$ cat config.mk
export PLATFORM = sky130hd
export DESIGN_NAME = odma_action_lite_regs
export DESIGN_NICKNAME = d
export VERILOG_FILES = /design/src/rtl/odma_lite_pkg.sv /design/src/rtl/odma_action_lite_regs.sv
export SDC_FILE = /design/constraint.sdc
export NUM_CORES = 1
export LEC_CHECK = 0
export CAP_MARGIN = 20
export CORE_MARGIN = 2
export CORE_UTILIZATION = 45
export DETAILED_ROUTE_END_ITERATION = 10
export GPL_ROUTABILITY_DRIVEN = 0
export GPL_TIMING_DRIVEN = 0
export PLACE_DENSITY = 0.76
export SLEW_MARGIN = 20
export SYNTH_ARGS = -nofsm -noshare
export SYNTH_HDL_FRONTEND = slang
export SYNTH_SLANG_ARGS = --single-unit
$ cat constraint.sdc
create_clock -name clk -period 2.5 [get_ports clk]
set_input_delay 0.5 -clock clk [delete_from_list [all_inputs] [get_ports clk]]
set_output_delay 0.5 -clock clk [all_outputs]
set_load 0.005 [all_outputs]
$ cat src/rtl/odma_lite_pkg.sv
// odma_lite_pkg
//   Shared constants for the ODMA action AXI4-Lite register bank: register
//   word indices, AXI response codes and CONTROL register bit positions.
//   No ports; imported by odma_action_lite_regs.
package odma_lite_pkg;

  // Word indices of the register map; scratch registers start at REG_SCRATCH_BASE.
  localparam int unsigned REG_ID           = 0;
  localparam int unsigned REG_CTRL         = 1;
  localparam int unsigned REG_STATUS       = 2;
  localparam int unsigned REG_CYCLE        = 3;
  localparam int unsigned REG_SCRATCH_BASE = 4;

  // Bit positions inside the CONTROL register.
  localparam int unsigned CTRL_START_BIT = 0;
  localparam int unsigned CTRL_CLEAR_BIT = 1;

  typedef enum logic [1:0] {
    RESP_OKAY   = 2'b00,
    RESP_SLVERR = 2'b10
  } axil_resp_e;

endpackage

$ cat src/rtl/odma_action_lite_regs.sv
// odma_action_lite_regs
//   AXI4-Lite slave register bank for ODMA unit-sim actions. Provides an ID
//   register, a start/clear CONTROL register, a live STATUS window, a
//   free-running CYCLE counter and NUM_SCRATCH byte-strobed scratch registers.
// Ports
//   clk, resetn            clock, asynchronous active-low reset
//   s_lite_aw*/w*/b*       AXI-Lite write address / data / response channels
//   s_lite_ar*/r*          AXI-Lite read address / data channels
//   action_status          live status word from the action, sampled on read
//   action_start           one-cycle start pulse after a CONTROL start write
//   scratch_q              scratch contents, register k at [k*W +: W]
module odma_action_lite_regs
  import odma_lite_pkg::*;
#(
  parameter int          AXIL_ADDR_WIDTH = 32,
  parameter int          AXIL_DATA_WIDTH = 32,
  parameter int          NUM_SCRATCH     = 8,
  parameter logic [31:0] ACTION_ID       = 32'h0DAC_0001
) (
  input  logic                                   clk,
  input  logic                                   resetn,
  input  logic                                   s_lite_awvalid,
  output logic                                   s_lite_awready,
  input  logic [AXIL_ADDR_WIDTH-1:0]             s_lite_awaddr,
  input  logic                                   s_lite_wvalid,
  output logic                                   s_lite_wready,
  input  logic [AXIL_DATA_WIDTH-1:0]             s_lite_wdata,
  input  logic [AXIL_DATA_WIDTH/8-1:0]           s_lite_wstrb,
  output logic                                   s_lite_bvalid,
  input  logic                                   s_lite_bready,
  output logic [1:0]                             s_lite_bresp,
  input  logic                                   s_lite_arvalid,
  output logic                                   s_lite_arready,
  input  logic [AXIL_ADDR_WIDTH-1:0]             s_lite_araddr,
  output logic                                   s_lite_rvalid,
  input  logic                                   s_lite_rready,
  output logic [AXIL_DATA_WIDTH-1:0]             s_lite_rdata,
  output logic [1:0]                             s_lite_rresp,
  input  logic [AXIL_DATA_WIDTH-1:0]             action_status,
  output logic                                   action_start,
  output logic [NUM_SCRATCH*AXIL_DATA_WIDTH-1:0] scratch_q
);

  localparam int STRB_W   = AXIL_DATA_WIDTH / 8;
  localparam int ADDR_LSB = $clog2(STRB_W);
  localparam int IDX_W    = AXIL_ADDR_WIDTH - ADDR_LSB;
  localparam int NUM_REGS = REG_SCRATCH_BASE + NUM_SCRATCH;

  if (!(AXIL_DATA_WIDTH == 32 || AXIL_DATA_WIDTH == 64)) begin : g_bad_data_width
    $error("odma_action_lite_regs: AXIL_DATA_WIDTH must be 32 or 64");
  end
  if (NUM_SCRATCH < 1 || NUM_SCRATCH > 64) begin : g_bad_num_scratch
    $error("odma_action_lite_regs: NUM_SCRATCH must be 1..64");
  end

  logic                       ready_en;
  logic                       aw_held;
  logic [IDX_W-1:0]           aw_idx_q;
  logic                       w_held;
  logic [AXIL_DATA_WIDTH-1:0] w_data_q;
  logic [STRB_W-1:0]          w_strb_q;
  logic [AXIL_DATA_WIDTH-1:0] cycle_q;

  logic                       aw_fire, w_fire, ar_fire, do_write;
  logic [IDX_W-1:0]           wr_idx, rd_idx;
  logic [AXIL_DATA_WIDTH-1:0] wr_data;
  logic [STRB_W-1:0]          wr_strb;
  logic                       wr_in_range, rd_in_range;
  logic                       ctrl_hit, do_start, do_clear;
  logic [AXIL_DATA_WIDTH-1:0] rd_data_next;
  logic                       unused_addr_lsbs;

  // Byte-offset bits below the word index carry no meaning here.
  assign unused_addr_lsbs = ^{s_lite_awaddr[ADDR_LSB-1:0], s_lite_araddr[ADDR_LSB-1:0]};

  // Readies stay low until the first clock edge after reset releases.
  assign s_lite_awready = ready_en & ~aw_held & ~s_lite_bvalid;
  assign s_lite_wready  = ready_en & ~w_held & ~s_lite_bvalid;
  assign s_lite_arready = ready_en & ~s_lite_rvalid;

  assign aw_fire = s_lite_awvalid & s_lite_awready;
  assign w_fire  = s_lite_wvalid & s_lite_wready;
  assign ar_fire = s_lite_arvalid & s_lite_arready;

  // A channel counts as present either from its holding register or from a
  // handshake in this very cycle, so simultaneous AW+W updates immediately.
  assign wr_idx   = aw_held ? aw_idx_q : s_lite_awaddr[AXIL_ADDR_WIDTH-1:ADDR_LSB];
  assign wr_data  = w_held ? w_data_q : s_lite_wdata;
  assign wr_strb  = w_held ? w_strb_q : s_lite_wstrb;
  assign do_write = (aw_held | aw_fire) & (w_held | w_fire);

  assign wr_in_range = wr_idx < IDX_W'(NUM_REGS);
  assign ctrl_hit    = do_write & (wr_idx == IDX_W'(REG_CTRL)) & wr_strb[0];
  assign do_start    = ctrl_hit & wr_data[CTRL_START_BIT];
  assign do_clear    = ctrl_hit & wr_data[CTRL_CLEAR_BIT];

  assign rd_idx      = s_lite_araddr[AXIL_ADDR_WIDTH-1:ADDR_LSB];
  assign rd_in_range = rd_idx < IDX_W'(NUM_REGS);

  always_ff @(posedge clk or negedge resetn) begin
    if (!resetn) ready_en <= 1'b0;
    else         ready_en <= 1'b1;
  end

  // Write holding registers: each channel latches on its own handshake and
  // both are released together on the update cycle.
  always_ff @(posedge clk or negedge resetn) begin
    if (!resetn) begin
      aw_held  <= 1'b0;
      aw_idx_q <= '0;
      w_held   <= 1'b0;
      w_data_q <= '0;
      w_strb_q <= '0;
    end else if (do_write) begin
      aw_held <= 1'b0;
      w_held  <= 1'b0;
    end else begin
      if (aw_fire) begin
        aw_held  <= 1'b1;
        aw_idx_q <= s_lite_awaddr[AXIL_ADDR_WIDTH-1:ADDR_LSB];
      end
      if (w_fire) begin
        w_held   <= 1'b1;
        w_data_q <= s_lite_wdata;
        w_strb_q <= s_lite_wstrb;
      end
    end
  end

  always_ff @(posedge clk or negedge resetn) begin
    if (!resetn) begin
      s_lite_bvalid <= 1'b0;
      s_lite_bresp  <= RESP_OKAY;
    end else if (do_write) begin
      s_lite_bvalid <= 1'b1;
      s_lite_bresp  <= wr_in_range ? RESP_OKAY : RESP_SLVERR;
    end else if (s_lite_bvalid && s_lite_bready) begin
      s_lite_bvalid <= 1'b0;
    end
  end

  always_ff @(posedge clk or negedge resetn) begin
    if (!resetn) action_start <= 1'b0;
    else         action_start <= do_start;
  end

  // Clear takes priority over the free-running increment.
  always_ff @(posedge clk or negedge resetn) begin
    if (!resetn)       cycle_q <= '0;
    else if (do_clear) cycle_q <= '0;
    else               cycle_q <= cycle_q + 1'b1;
  end

  always_ff @(posedge clk or negedge resetn) begin
    if (!resetn) begin
      scratch_q <= '0;
    end else if (do_write) begin
      for (int k = 0; k < NUM_SCRATCH; k++) begin
        if (wr_idx == IDX_W'(REG_SCRATCH_BASE + k)) begin
          for (int b = 0; b < STRB_W; b++) begin
            if (wr_strb[b])
              scratch_q[k*AXIL_DATA_WIDTH + b*8 +: 8] <= wr_data[b*8 +: 8];
          end
        end
      end
    end
  end

  // Read mux sees pre-edge state, so a same-cycle write returns the old value.
  always_comb begin
    rd_data_next = '0;
    if (rd_idx == IDX_W'(REG_ID))     rd_data_next = AXIL_DATA_WIDTH'(ACTION_ID);
    if (rd_idx == IDX_W'(REG_STATUS)) rd_data_next = action_status;
    if (rd_idx == IDX_W'(REG_CYCLE))  rd_data_next = cycle_q;
    for (int k = 0; k < NUM_SCRATCH; k++) begin
      if (rd_idx == IDX_W'(REG_SCRATCH_BASE + k))
        rd_data_next = scratch_q[k*AXIL_DATA_WIDTH +: AXIL_DATA_WIDTH];
    end
  end

  always_ff @(posedge clk or negedge resetn) begin
    if (!resetn) begin
      s_lite_rvalid <= 1'b0;
      s_lite_rdata  <= '0;
      s_lite_rresp  <= RESP_OKAY;
    end else if (ar_fire) begin
      s_lite_rvalid <= 1'b1;
      s_lite_rdata  <= rd_data_next;
      s_lite_rresp  <= rd_in_range ? RESP_OKAY : RESP_SLVERR;
    end else if (s_lite_rvalid && s_lite_rready) begin
      s_lite_rvalid <= 1'b0;
    end
  end

endmodule
==> results.toml, run 1 <==
[status]
status = "finished with violations"
violations = "negative setup slack"

[yosys]
synth_top_area_share_pct = 53.8
yosys-top-cells-count = "dfrtp_1, mux2_2, nand2_1, o21ai_0, nor2_1"
synth_cell_types = 55
async_flop_share_pct = 100
syn_area_per_cell_sq_um = 11.1
netlist.top_cell.by_area = "dfrtp_1"
synth_flop_cell = "dfrtp_1"
synthTopCellsByArea = "dfrtp_1, mux2_2, o21ai_0"
yosysWarnings = 0
ys_ff_latch = 394
synthCells = 1648
synth-edff-count = 0
yosysMostFrequentCell = "dfrtp_1"
yosysSeqAreaShare_pct = 53.8
syn_area_sq_mm = 0.0183

[cts]
cts_tree = "done"
path_clk_slew_ps = 60
htree_levels = 2
root_buffer = "clkbuf_16"
cts_buffers = 42
cts.sink_count = 394
insertion_delay_ps = 580
cts_max_path_buffers = 3

[die]
floorplan.die_area_sq_mm = 0.0424
placement_rows = 73
die_y_um = 206
pin_count = 437
initial_utilization_pct = 45.8
die_w_um = 206
placeableCoreArea_sq_mm = 0.0400

[critical_path]
r2r_setup_slack_ps = -40
arrival_ps = 2990
crit_type = "flop to flop"
r2r_end = "scratch_q[225]$_DFFE_PN0P_"
worstRegToRegCells = 10
end_kind = "flop"
reg2reg_from = "aw_held$_DFFE_PN0P_"
crit_path_start_kind = "flop"
crit_required_ps = 2950
crit_fanout = 7

[layout]
nets = 2318
final_layout_size_suffix_gt1_share_pct = 27.7
areaGrowthSynthToFinish_pct = 49.2
fillers = 2835

[routing]
vias = 17200
drc = 0
via_per_inst = 6.29
firstDrtPassIters = 9
ant_nets = 0
wl_per_cell_um = 28.6
totalWireLength_um = 78300
drt_iter0_drc = 1896

[pwr]
finalPower_mw = 17.7
p_leak_nw = 11.7
p_per_area_mw_per_mm2 = 648
ir_worst_vdd_uv = 465

[timing]
fin_ws_ps = -38.9
tightest_slew_ps = 827
holdWs_ps = 322
timing.final.crit_share_pct = 102
rsz0062_at_grt = "yes"
slew_headroom_pct = 44.9
fmax_mhz = 394
final_max_slew_viol_count = 0
clock_skew_ps = 21.4
hold_viol = 0
setup_viol = 97
setup_tns_ps = -1350
period_minus_slack_ps = 2540

[global_route]
grt_max_degree = 103
antenna_found_initial = 12
grtUsageTotal_pct = 35.7
grt_pass1_vias = 16700
grt_pass1_wl_um = 110000
overflow = 0

[run]
drv_cap = 0

[hold_path]
min_path_type = "input port to async pin"

[place]
hpwl_um = 56400
io_buffers = 428
[cells in the final DEF, fill, tap and decap left out, types with 17 or more instances in the layout]
master	instances
a21oi_1	35
a221oi_1	19
a222oi_1	31
a22oi_1	17
and3_1	25
buf_12	20
buf_4	60
buf_6	19
clkbuf_1	20
clkbuf_16	49
clkdlybuf4s50_1	412
dfrtp_1	393
mux2_2	136
mux2_4	98
mux2i_1	36
nand2_1	163
nand2_2	23
nor2_1	76
nor2_4	20
nor3_1	21
o21ai_0	139
o21ai_1	40
or3_4	19
xor2_1	22
[registers in the layout (all words and copies together) (netlist names)]
signal         count
s_lite_bvalid      1
s_lite_rvalid      1
w_held             1
w_strb_q           4
aw_held            1
s_lite_rdata      32
aw_idx_q          30
w_data_q          32
ready_en           1
s_lite_bresp       1
action_start       1
scratch_q        256
s_lite_rresp       1
cycle_q           32
[logic make-up (layout without fill, tap and decap cells)]
family | after synthesis | count (layout) | share of synthesized area [%]
compound gates | 365 | 365 | 12.6
mux | 277 | 277 | 17.2
simple gates | 462 | 462 | 12.2
xor+xnor | 30 | 30 | 1.43
buf+inv | 117 | 675 | 2.62
flops | 394 | 394 | 53.8
other cells | 2 | 12 | 0.0410
fa+ha+maj | 1 | 1 | 0.0682
[timing repair]
action / CTS / global route
endpoints found under the hold margin: 5 / 0
hold buffers: 1 / 0
setup buffers: 46 / 26
cloned: 1 / 6
pin swaps: 47 / 52
gates resized for setup: 222 / 271
endpoints found under the setup margin: 353 / 314
[final cells by class]
class	instances	area, sq um	share of cell area, %
clock inverters	12	166	0.609
diodes	9	22.5	0.0824
clock buffers	61	1260	4.62
repair buffers	512	5400	19.8
inverters	9	33.8	0.124
multi-input cells	1138	9280	33.9
well taps	525	657	2.40
flip-flops and latches	394	9860	36.1
plain buffers	81	658	2.41
[worst max-delay path: stages, from the launching register on]
cell and delay, ps:
dfrtp_1 330, buf_4 170, nor4b_4 240, nand4_1 210
o22ai_4 260, nor3b_4 250, buf_6 210, nand2_8 110
nor2_4 150, buf_4 150, mux2_2 340
[routing by layer]
metal / wire length (um) / global-route usage, % / vias to the layer above
met2: 34500 / 53.6 / 1224
met1: 29200 / 47.1 / 8630
met5: 29 / 0 / -
met3: 9570 / 10.0 / 282
met4: 5070 / 18.6 / 4
li1: - / - / 7103
[power breakdown]
part           internal [mW]  leakage, nW  total (mW)  switching, mW
Clock                   3.91        0.708        6.54           2.63
Sequential              7.02         5.30        7.51          0.486
Combinational           1.58         5.71        3.67           2.09
[how the worst max path moves through the flow]
stage | to | cells past startpoint | start
after detailed placement | s_lite_rdata[5]$_DFFE_PN0P_ | 8 | s_lite_araddr[9]
after CTS | s_lite_rdata[5]$_DFFE_PN0P_ | 10 | s_lite_araddr[28]
after global placement | scratch_q[113]$_DFFE_PN0P_ | 1 | resetn
final | scratch_q[225]$_DFFE_PN0P_ | 10 | aw_held$_DFFE_PN0P_
after global routing | scratch_q[16]$_DFFE_PN0P_ | 10 | s_lite_awaddr[20]
after floorplan | s_lite_rdata[26]$_DFFE_PN0P_ | 8 | s_lite_araddr[22]
[through the flow]
step | cells | setup WS (ps) | utilization [%] | instance area, sq um
floorplan | 1649 | -6.75 | - | 18300
global placement | 2602 | -16070 | 58.2 | 23300
detailed placement | 2606 | -1650 | 58.5 | 23400
CTS | 2705 | 1.35 | 65.3 | 26100
global route | 2738 | -104 | 68.3 | 27300
finish | 2741 | -38.9 | 68.4 | 27300
Note: power is estimated with default switching activity, not from simulation.
==> inputs of run 2 (changes only) <==
==> constraint.sdc (replaced) <==
create_clock -name clk -period 2.5 [get_ports clk]
set_input_delay 0.25 -clock clk [delete_from_list [all_inputs] [get_ports clk]]
set_output_delay 0.25 -clock clk [all_outputs]
set_load 0.005 [all_outputs]
==> run 2 against run 1 <==
The flow now finishes without violations. Flip-flop and latch count unchanged. Via count down 2.4%. Wire length down 2.0%. Sequential share of layout area up 1.4 points. Fmax up 1.8%. Highest routed layer unchanged. Global-route usage up 0.083 points. First-iteration DRC count down 7.6%. Sequential power about the same. Hold slack worse by 61 ps. Combinational power down 3%.
==> results.toml, run 2 (synthesis gave the netlist of run 1 again) <==
[status]
status = "finished clean"

[critical_path]
arrival_ps = 2940
cp_slowest_cell = "or4_4"
crit_type = "input port to flop"
cpPeakStageDelay_ps = 600
crit_required_ps = 2950
crit_path_start_kind = "input port"
end_kind = "flop"
crit_buf_inv = 3
r2r_setup_slack_ps = 40
crit_fanout = 10
crit_family = "simple AND/OR/NAND/NOR gates"
cp_cell_sequence = "clkdlybuf4s50_1 > nor4_2 > nand3_2 > buf_4 > or4_4 > clkbuf_4 > o21ai_2 > a31oi_4 > a2bb2oi_1"

[layout]
areaGrowthSynthToFinish_pct = 43.6
final_layout_size_suffix_gt1_share_pct = 24.3
stdcell_count = 2723
nets = 2294
fin_area_sq_mm = 0.0263
final_common_cell = "clkdlybuf4s50_1"
final_util_pct = 65.8
mostFrequentLayoutCells = "clkdlybuf4s50_1, dfrtp_1, mux2_2, nand2_1, o21ai_0"
fillers = 3009
top_register = "scratch_q"
largest_register_ffs = 256

[run]
drv_cap = 0

[routing]
ant_nets = 0
firstDrtPassIters = 8
drc = 0
vias = 16800
totalWireLength_um = 76700
via_per_inst = 6.18
drt_iter0_drc = 1752
wl_per_cell_um = 28.2

[pwr]
ir_worst_vdd_uv = 500
finalPower_mw = 18.1
p_leak_nw = 11.3
p_per_area_mw_per_mm2 = 689

[global_route]
grtUsageTotal_pct = 35.7
overflow = 0
grt_pass1_vias = 16800
grt_max_degree = 104
grt_pass1_wl_um = 110000
antenna_found_initial = 15

[die]
placement_rows = 73
floorplan.die_area_sq_mm = 0.0424
placeableCoreArea_sq_mm = 0.0400
initial_utilization_pct = 45.8
die_y_um = 206
die_w_um = 206
pin_count = 437

[timing]
clock_skew_ps = 17.3
hold_viol = 0
timing.final.crit_share_pct = 99.8
fmax_mhz = 401
rsz0062_at_grt = "yes"
setup_viol = 0
period_minus_slack_ps = 2490
final_max_slew_viol_count = 0
fin_ws_ps = 5.73
slew_headroom_pct = 36.3
tightest_slew_ps = 929

[cts]
cts_tree = "done"
insertion_delay_ps = 570
cts_buffers = 43
path_clk_slew_ps = 60
htree_levels = 2
root_buffer = "clkbuf_16"
cts_max_path_buffers = 3
cts.sink_count = 394

[place]
placedCellCount = 2606
io_buffers = 428
place_ws_ps = -1520
place_area_sq_mm = 0.0234
hpwl_um = 56900

[hold_path]
min_path_type = "input port to flop"
run 2: final cells by class:
type | count | area (sq um) | share of cell area, %
antenna | 12 | 30.0 | 0.114
buffer | 82 | 561 | 2.13
clock buffer | 63 | 1270 | 4.83
clock inverter | 14 | 292 | 1.11
inverter | 9 | 33.8 | 0.128
multi-input combinational | 1138 | 8610 | 32.7
sequential | 394 | 9860 | 37.5
tap | 525 | 657 | 2.50
timing repair buffer | 486 | 5010 | 19.0
run 2: final timing paths:
path	endpoint	startpoint	cells after the start
max	s_lite_rdata[5]$_DFFE_PN0P_	s_lite_araddr[27]	9
min	s_lite_bvalid$_DFFE_PN0P_	s_lite_bready	2
max reg2reg	scratch_q[10]$_DFFE_PN0P_	aw_idx_q[24]$_DFFE_PN0P_	9
min reg2reg	cycle_q[0]$_DFF_PN0_	cycle_q[0]$_DFF_PN0_	1
max in group asynchronous	scratch_q[110]$_DFFE_PN0P_	resetn	4
min in group asynchronous	aw_idx_q[11]$_DFFE_PN0P_	resetn	2
run 2: layer usage:
layer	vias to the layer above	global-route usage, %	wire (um)
met1	8405	45.8	28500
met3	244	11.4	9160
li1	7061	-	-
met4	4	18.9	4720
met2	1107	54.2	34200
met5	-	0	26
run 2: per-stage QoR:
| stage | TNS (ps) | hold WS [ps] |
|---|---|---|
| after detailed placement | -257260 | 227 |
| after floorplan | 0 | -45.6 |
| after global routing | -440 | 257 |
| final | 0 | 261 |
| after global placement | -6408750 | 464 |
| after CTS | 0 | 230 |
run 2: timing repair:
item,4_1_cts,5_1_grt
buffers inserted,43,8
hold buffers,1,0
hold endpoints to repair,59,0
gates resized for setup,175,79
cloned,1,1
setup endpoints to repair,350,327
pin swaps,33,15
run 2: power breakdown:
group	switching, mW	total, mW	internal (mW)	leakage [nW]
Clock	2.73	7.09	4.36	0.767
Combinational	1.99	3.55	1.56	5.26
Sequential	0.475	7.50	7.03	5.30
run 2: worst register-to-register path, cell delays in order (launching register included):
cell and delay [ps]:
dfrtp_1 390, nor4_1 300, nand4_1 190, o22ai_4 250, nand3_4 200, buf_8 200
or3_4 450, buf_8 160, nand2_1 70, o21ai_1 80
